===== config.mk =====
export PLATFORM = sky130hd
export DESIGN_NAME = sg90_servo_ctrl
export DESIGN_NICKNAME = d
export VERILOG_FILES = /design/src/rtl/sg90_servo_ctrl.sv
export SDC_FILE = /design/constraint.sdc
export NUM_CORES = 1
export LEC_CHECK = 0
export BUFFER_PORTS_ARGS = -buffer_cell sky130_fd_sc_hd__buf_2
export CORE_MARGIN = 2
export CORE_UTILIZATION = 67
export DETAILED_ROUTE_END_ITERATION = 6
export PLACE_DENSITY = 0.83
export REMOVE_ABC_BUFFERS = 1
export SLEW_MARGIN = 20
export SYNTH_ARGS = -nofsm -noshare
export SYNTH_HDL_FRONTEND = slang
export SYNTH_SLANG_ARGS = --single-unit

===== constraint.sdc =====
create_clock -name clk -period 4.9 [get_ports clk]
set_input_delay 0 -clock clk [delete_from_list [all_inputs] [get_ports clk]]
set_output_delay 0 -clock clk [all_outputs]
set_load 0.01 [all_outputs]

===== src/rtl/sg90_servo_ctrl.sv =====
// sg90_servo_ctrl: 50 Hz SG90 servo PWM. Keys adjust a target position, and the applied
// position follows it once per frame. Optional macro SG90_SLEW_EN limits the per-frame
// change to SLEW. Without the macro, the position jumps to the target at each frame boundary.
module sg90_servo_ctrl #(
    parameter int CLK_FREQ = 50_000_000,
    parameter int FRAME_US = 20000,
    parameter int MIN_US   = 500,
    parameter int POS_MAX  = 200,
    parameter int HOME_POS = 100,
    parameter int STEP     = 10,
    parameter int SLEW     = 4
) (
    input  logic       clk,
    input  logic       rst,
    input  logic       enable,
    input  logic       key_inc,
    input  logic       key_dec,
    input  logic       key_home,
    output logic       pwm_out,
    output logic [7:0] pos,
    output logic       busy,
    output logic       frame_start
);
    localparam int DIV = CLK_FREQ / 1_000_000;
    localparam int PW  = DIV > 1 ? $clog2(DIV) : 1;
    localparam int UW  = $clog2(FRAME_US);

    typedef enum logic {IDLE, RUN} state_t;

    state_t        state;
    logic [PW-1:0] presc;
    logic [UW-1:0] us;
    logic [8:0]    target, pos_r, target_nxt, pos_nxt, t_up, t_dn;
    logic [11:0]   width;
    logic          tick, end_ev;

    assign tick   = presc == PW'(DIV - 1);
    assign end_ev = tick && us == UW'(FRAME_US - 1);
    assign pos    = pos_r[7:0];

    assign t_up = (int'(target) + STEP > POS_MAX) ? 9'(POS_MAX) : target + 9'(STEP);
    assign t_dn = (int'(target) < STEP) ? '0 : target - 9'(STEP);
    assign target_nxt = key_home ? 9'(HOME_POS) :
                        (key_inc && !key_dec) ? t_up :
                        (key_dec && !key_inc) ? t_dn : target;

`ifdef SG90_SLEW_EN
    assign pos_nxt = (target > pos_r) ?
                     ((target - pos_r > 9'(SLEW)) ? pos_r + 9'(SLEW) : target) :
                     ((pos_r - target > 9'(SLEW)) ? pos_r - 9'(SLEW) : target);
`else
    assign pos_nxt = target;
`endif

    // Prescaler produces a 1 us tick and the us counter spans one frame.
    always_ff @(posedge clk or posedge rst) begin
        if (rst) begin
            presc <= '0;
            us    <= '0;
        end else begin
            presc <= tick ? '0 : presc + PW'(1);
            if (tick)
                us <= end_ev ? '0 : us + UW'(1);
        end
    end

    // Target follows the keys every cycle. Position moves only at the frame end, using the pre-key target.
    always_ff @(posedge clk or posedge rst) begin
        if (rst) begin
            target <= 9'(HOME_POS);
            pos_r  <= 9'(HOME_POS);
            busy   <= 1'b0;
        end else begin
            target <= target_nxt;
            if (end_ev)
                pos_r <= pos_nxt;
            busy <= pos_r != target;
        end
    end

    // Frame FSM: on frame_start, latch width and enable state. The pulse is held off for that one cycle.
    always_ff @(posedge clk or posedge rst) begin
        if (rst) begin
            state       <= IDLE;
            width       <= 12'(MIN_US + HOME_POS * 10);
            frame_start <= 1'b0;
            pwm_out     <= 1'b0;
        end else begin
            frame_start <= end_ev;
            if (frame_start) begin
                width <= 12'(MIN_US + int'(pos_r) * 10);
                state <= enable ? RUN : IDLE;
            end
            pwm_out <= state == RUN && 16'(us) < 16'(width) && !frame_start;
        end
    end
endmodule

# Word-level counts from Yosys, hierarchy flattened
# Cells that the tools add are included.
# word_totals
register_bits,55
input_bits,6
out_inout_bits,11
elab_cells,39
# classes
n_addsub,6
multipliers,1
magnitude_cmp,3
n_eq_ne,3
mux,8
reduce_logical,9
# ops
op,n
$mux 9,5
$add 15x1->15 const B,1
$eq 15x15->1 const B,1
$lt 15x12->1,1
$mux 15,1
$add 9x12->12 const A,1
$mul 9x3->11 const B,1
$add 9x4->10 const B,1
$gt 10x8->1 const B,1
$add 9x4->9 const B,1
$lt 9x4->1 const B,1
$ne 9x9->1,1
$sub 9x4->9 const B,1
$add 6x1->6 const B,1
$eq 6x6->1 const B,1
$mux 6,1
$logic_and 1x1->1,5
$logic_not 1->1,3
$reduce_bool 3->1,1
$mux 1,1

# Depth between registers and ports, before layout
# Gate-level depths: netlist of run 1.
# logic_depth
word_depth,5
mapped_depth,10
depth_no_buf,10

# Worst setup path after synthesis of run 1
# OpenSTA, ideal clock, no wires.
# synth_timing
kind,reg-to-reg
from,reg pos_r[2]
to,reg width[11]
setup_time_ns,0.125
t_arrival_ns,2.692
t_required_ns,4.775
slack_ns,2.083
stages_incl_launch_ff,10
path_buffers,0
period_less_slack_ns,2.817
path_cell_list,dfstp_2 ha_1 fa_1 a21o_1 a21oi_1 xnor2_1 or3_1 and3_1 xnor3_1 mux2_2
# synth_between
elab_chain_cells,2
# synth_lines
item,line,text
from (decl),33,"logic [8:0] target, pos_r, target_nxt, pos_nxt, t_up, t_dn;"
from (signal assigned),71,pos_r <= 9'(HOME_POS);
from (signal assigned),76,pos_r <= pos_nxt;
$mul 9x3->11,91,width <= 12'(MIN_US + int'(pos_r) * 10);
$add 9x12->12,91,
to (signal assigned),85,width <= 12'(MIN_US + HOME_POS * 10);
to (signal assigned),91,
to (decl),34,logic [11:0] width;
# No other way between the ends.
# A chain may end at the register's enable or synchronous reset.

# Worst setup path after layout of run 1
# Ends and elaborated chain as after synthesis.

==> flow_summary.json, run 1 <==
{
  "outcome": "completed",
  "core_um2": 5070,
  "cap_violations": 0,
  "ant_nets": 0,
  "clk_pin_slew_ns": 0.09,
  "dpl.hpwl_um": 4680,
  "finalSetupViolCount": 0,
  "clk_latency_ns": 0.32,
  "tightest_slew_ns": 0.848,
  "cts_root_buf": "clkbuf_8",
  "dieArea_um2": 5830,
  "path_max_fanout": 6,
  "portBuffers": 15,
  "dr.pass1.iters": 4,
  "hp-class": "primary input to register",
  "crit_path_start_kind": "register",
  "rr_startpoint": "pos_r[2]",
  "grt_pass1_vias": 2515,
  "cp_data_arrival_time_ns": 3.19,
  "num_io_pins": 17,
  "holdPathStages": 3,
  "p_per_area_nw_per_um2": 226,
  "die_x_um": 76.4,
  "worstPathRequired_ns": 5.10,
  "slowest_stage": "dfstp_2",
  "tritoncts": "yes",
  "fmax_mhz": 335,
  "ys_types": 60,
  "layoutNonFillerInstCount": 444,
  "n_antenna_cell": 0,
  "yosysTopAreaCell": "dfrtp_1",
  "timing.setup.tns_ns": 0,
  "yosysMostFrequentCell": "dfrtp_1",
  "num_rows": 26,
  "h-tree-depth": 2,
  "synth_commonest_cells": "dfrtp_1, nor2_1, ha_1",
  "fill_cells": 398,
  "slew_violations": 0,
  "cp-startpoint": "pos_r[2]",
  "dr.first_iter.drc_count": 126,
  "relSlewSlack_pct": 43.4,
  "drive_above_1_share_pct": 16.0,
  "start_util_pct": 69.2,
  "grt-ovfl-total": 0,
  "clkSinkCount": 51,
  "path_buf_inv": 0,
  "hold_start": "key_dec",
  "cts_resized": 0,
  "vias": 2574,
  "antenna_found_initial": 0,
  "area_growth_syn_to_layout_pct": 4.24,
  "synthCells": 368,
  "worstSetupEndpointType": "register",
  "numCtsBuffers": 5,
  "skew_ns": 0.0148,
  "grt_usage_pct": 22.9,
  "fin_crit_sh_pct": 60.9,
  "r2r_end": "width[11]",
  "cts_setup_buffers": 0,
  "rsz0062_at_grt": "no",
  "dp.cells": 433,
  "cp_cell_sequence": "ha_1 -> fa_1 -> a21o_1 -> a21oi_1 -> xnor2_1 -> or3_1 -> and3_1 -> xnor3_1 -> mux2_2",
  "fin_crit_ns": 2.98,
  "crit_type": "register to register",
  "synth_edf_count": 0,
  "cts_max_path_buffers": 2,
  "min_to": "pos_nxt[8]",
  "power_leakage_nw": 1.79,
  "ys_ff_latch": 51,
  "yosys_warnings": 0,
  "routabilityCongestion": 0.820,
  "drt_wl_total_um": 6310,
  "die_h_um": 76.4,
  "synthTopCellsByArea": "dfrtp_1, ha_1, dfstp_2",
  "avgSynthCellArea_um2": 9.54,
  "hold_violations": 0,
  "ir_worst_vdd_mv": 0.254,
  "r2r_cells": 9,
  "nets": 409,
  "grt_pass1_wl_um": 11100,
  "detail_route.wl_per_cell_um": 14.2,
  "synthesis.area_um2": 3510,
  "synth.top_cell.area_share_pct": 27.1,
  "ys.flop_type": "dfrtp_1",
  "max_stage_delay_ns": 0.60,
  "r2r_slack_ns": 1.92,
  "cp_top_family": "adder cells",
  "async_flop_share_pct": 100,
  "grt_max_degree": 52,
  "post_drt_via_cell_ratio": 5.80,
  "drc": 0,
  "synth_seq_area_share_pct": 36.8,
  "crit_cells": 9
}
per-stage QoR:
step           utilization, %  hold slack [ns]  setup WS (ns)  area, µm²  power (mW)
3_3_place_gp             69.8            0.232           2.01       3540       0.588
3_5_place_dp             69.8            0.239           1.92       3540       0.592
2_1_floorplan               -           0.0632           2.05       3370       0.560
5_1_grt                  72.1            0.120           1.77       3660       0.870
6_report                 72.1           0.0970           1.92       3660       0.828
4_1_cts                  72.1           0.0975           1.91       3660       0.833
layer usage:
| layer | wire [µm] | GRT usage, % | up-vias |
|---|---|---|---|
| li1 | - | - | 1292 |
| met3 | 149 | 3.79 | 7 |
| met4 | 78 | 7.82 | 0 |
| met5 | 0 | 0 | - |
| met1 | 2980 | 29.7 | 1244 |
| met2 | 3110 | 39.1 | 31 |
flip-flops by register name, indices dropped and copies added (netlist names), 6 cells and up:
register / flops
presc: 6
us: 15
pos_nxt: 8
pos_r: 8
width: 10
worst register-to-register path, cell delays in order, from the launching register on:
cell     delay, ns
dfstp_2       0.60
ha_1          0.29
fa_1          0.51
a21o_1        0.21
a21oi_1       0.17
xnor2_1       0.12
or3_1         0.38
and3_1        0.16
xnor3_1       0.18
mux2_2        0.27
how the worst max path moves through the flow:
stage	endpoint	slack [ns]
3_3_place_gp	width[11]	2.01
4_1_cts	width[11]	1.91
5_1_grt	width[11]	1.77
3_5_place_dp	width[11]	1.92
6_report	width[11]	1.92
2_1_floorplan	width[11]	2.05
cell type report:
cell class	instances	area (µm²)	share of cell area [%]
multi-input combinational	276	2000	54.8
tap	70	87.6	2.39
clock buffer	6	72.6	1.98
inverter	20	76.3	2.09
sequential	51	1290	35.3
timing repair buffer	19	113	3.08
clock inverter	2	13.8	0.376
layout by cell type, fill, tap and decap left out, drive strengths merged, types with 4 or more instances in the layout:
cell,n
xnor2,21
o21a,7
inv,19
clkbuf,6
nand3,9
xor2,18
nor2,32
o21ai,22
nand2,28
dfrtp,38
buf,16
nor3,9
nand4,7
o31ai,4
a21oi,22
a211oi,5
ha,29
dfstp,13
o21bai,4
nor2b,4
mux2,10
report_power, final:
group          total (mW)  switching [mW]  leakage, nW  internal [mW]
registers           0.469          0.0346        0.635          0.435
logic               0.118          0.0687         1.11         0.0497
clock network       0.241           0.140       0.0452          0.101
total               0.828           0.243         1.79          0.585
repair_timing:
action | 4_1_cts | 5_1_grt
setup endpoints to repair | 0 | 0
hold endpoints to repair | 40 | 0
hold buffers | 3 | 0
cells by family after synthesis:
group / share of synthesized area [%]
simple gates: 16.4
compound gates: 15.0
flops: 36.8
buf+inv: 6.20
xor+xnor: 10.4
fa+ha+maj: 10.9
mux: 4.17
other cells: 0.107
No activity file was read; power rests on OpenSTA's default activity.
==> run 2: changes to the inputs <==
--- a/config.mk
+++ b/config.mk
@@ -7,9 +7,9 @@
 export LEC_CHECK = 0
 export BUFFER_PORTS_ARGS = -buffer_cell sky130_fd_sc_hd__buf_2
 export CORE_MARGIN = 2
-export CORE_UTILIZATION = 67
+export CORE_UTILIZATION = 62
 export DETAILED_ROUTE_END_ITERATION = 6
-export PLACE_DENSITY = 0.83
+export PLACE_DENSITY = 0.77
 export REMOVE_ABC_BUFFERS = 1
 export SLEW_MARGIN = 20
 export SYNTH_ARGS = -nofsm -noshare
==> constraint.sdc (replaced) <==
create_clock -name clk -period 2.91 [get_ports clk]
set_input_delay 0 -clock clk [delete_from_list [all_inputs] [get_ports clk]]
set_output_delay 0 -clock clk [all_outputs]
set_load 0.01 [all_outputs]
==> flow_summary.json, run 2 (same netlist as run 1, synthesis figures left out) <==
{
  "outcome": "completed",
  "numCtsBuffers": 5,
  "drive_above_1_share_pct": 18.6,
  "busiest_layer": "met2",
  "finalSetupViolCount": 0,
  "vias": 2589,
  "grt-ovfl-total": 0,
  "timing.setup.tns_ns": 0,
  "dpl.hpwl_um": 4860,
  "post_drt_via_cell_ratio": 5.70,
  "grt_usage_pct": 23.6,
  "ant_nets": 0,
  "use_met3_pct": 4.09,
  "hold_slack_ns": 0.108,
  "hp-class": "primary input to register",
  "grt_max_degree": 52,
  "clk_latency_ns": 0.31,
  "cp_cell_sequence": "ha_1 -> fa_2 -> a21o_1 -> a21oi_1 -> xnor2_1 -> or3_1 -> and3_1 -> xnor3_1 -> mux2_2",
  "relSlewSlack_pct": 41.6,
  "max_stage_delay_ns": 0.55,
  "mostFrequentLayoutCells": "dfrtp_1, nor2_1, ha_1",
  "tightest_slew_ns": 0.874,
  "dr.first_iter.drc_count": 98,
  "antenna_found_initial": 0,
  "fin_crit_ns": 2.74,
  "p_per_area_nw_per_um2": 408,
  "power_leakage_nw": 1.85,
  "cp_data_arrival_time_ns": 2.94,
  "die_x_um": 79.2,
  "hold_violations": 0,
  "ir_worst_vdd_mv": 0.322,
  "start_util_pct": 64.1,
  "nets": 417,
  "dr.pass1.iters": 4,
  "grt_pass1_wl_um": 11900,
  "die_h_um": 79.2,
  "hold_start": "key_dec",
  "drc": 0,
  "crit_path_start_kind": "register",
  "largest-register": "us",
  "num_io_pins": 17,
  "skew_ns": 0.0123,
  "h-tree-depth": 2,
  "cap_violations": 0,
  "fmax_mhz": 365,
  "area_growth_syn_to_layout_pct": 7.24,
  "min_to": "pos_nxt[8]",
  "detail_route.wl_per_cell_um": 14.8,
  "holdPathStages": 3,
  "path_max_fanout": 3,
  "num_rows": 27,
  "portBuffers": 15,
  "r2r_end": "width[11]",
  "p_total_mw": 1.53,
  "core_um2": 5470,
  "rsz0062_at_grt": "no",
  "fin_crit_sh_pct": 94.2,
  "setup_slack_ns": 0.167,
  "r2r_slack_ns": 0.17,
  "slew_violations": 0,
  "grt_pass1_vias": 2631,
  "r2r_cells": 9,
  "met2_usage_pct": 39.6,
  "clk_pin_slew_ns": 0.10,
  "worstPathRequired_ns": 3.11,
  "worstSetupEndpointType": "register",
  "tritoncts": "yes",
  "clkSinkCount": 51,
  "gr-usage-met1_pct": 31.5,
  "routabilityCongestion": 0.856,
  "rr_startpoint": "pos_r[2]",
  "drt_wl_total_um": 6730,
  "cts_root_buf": "clkbuf_8",
  "cts_setup_buffers": 0,
  "cts_max_path_buffers": 2,
  "n_antenna_cell": 0,
  "reg_top3": "us: 15 flops, width: 10 flops",
  "largest_reg_flops": 15,
  "crit_type": "register to register",
  "slowest_stage": "dfstp_2",
  "dieArea_um2": 6280,
  "place_ws_ns": 0.0704,
  "final_common_cell": "dfrtp_1"
}
[run 2: changes by cell type in the layout (fill, tap and decap cells not counted)]
cell	before	now
buf_4	1	9
a211oi_1	4	3
a211oi_2	1	2
bufinv_16	0	1
clkbuf_1	1	0
clkbuf_8	5	6
clkinv_2	2	1
clkinv_4	1	0
fa_1	1	0
fa_2	0	1
inv_6	0	1
[run 2: layout make-up]
type                       count  area [µm²]
clock inverter                 2        38.8
fill                         460        1710
clock buffer                   6        82.6
timing repair buffer          27         173
inverter                      20        76.3
tap                           72        90.1
sequential                    51        1290
multi-input combinational    276        2010
[run 2: what timing repair did]
item,CTS,global route
gates resized for setup,0,2
endpoints found under the hold margin,40,0
hold buffers,3,0
setup endpoints to repair,0,1
[run 2: how the worst max path moves through the flow]
stage | startpoint | slack (ns) | cells past startpoint | endpoint
global route | pos_r[5] | 0.04 | 9 | width[11]
global placement | pos_r[2] | 0.12 | 9 | width[11]
finish | pos_r[2] | 0.17 | 9 | width[11]
floorplan | pos_r[2] | 0.06 | 9 | width[11]
detailed placement | pos_r[2] | 0.07 | 9 | width[11]
CTS | pos_r[2] | 0.02 | 9 | width[11]
[run 2: metrics by stage]
stage | util, % | instances | instance area [µm²]
floorplan | - | 347 | 3370
global placement | 65.8 | 443 | 3600
detailed placement | 65.8 | 443 | 3600
CTS | 68.6 | 454 | 3750
global route | 68.8 | 454 | 3760
finish | 68.8 | 454 | 3760
[run 2: critical path, delay by kind of cell (launching register included)]
| family | cells | cell delay (ns) |
|---|---|---|
| fa+ha+maj | 2 | 0.66 |
| flops | 1 | 0.55 |
| simple gates | 2 | 0.54 |
| compound gates | 2 | 0.37 |
| xor+xnor | 2 | 0.26 |
| mux | 1 | 0.26 |
[run 2: routing by layer]
metal | part of all wire [%] | vias to the layer above
met3 | 2.6 | 7
li1 | - | 1309
met2 | 48 | 33
met5 | 0 | -
met1 | 48 | 1240
met4 | 1.2 | 0
[run 2: power by group]
group	internal [mW]	switching, mW
clock	0.283	0.253
combinational	0.0882	0.127
sequential	0.732	0.0505
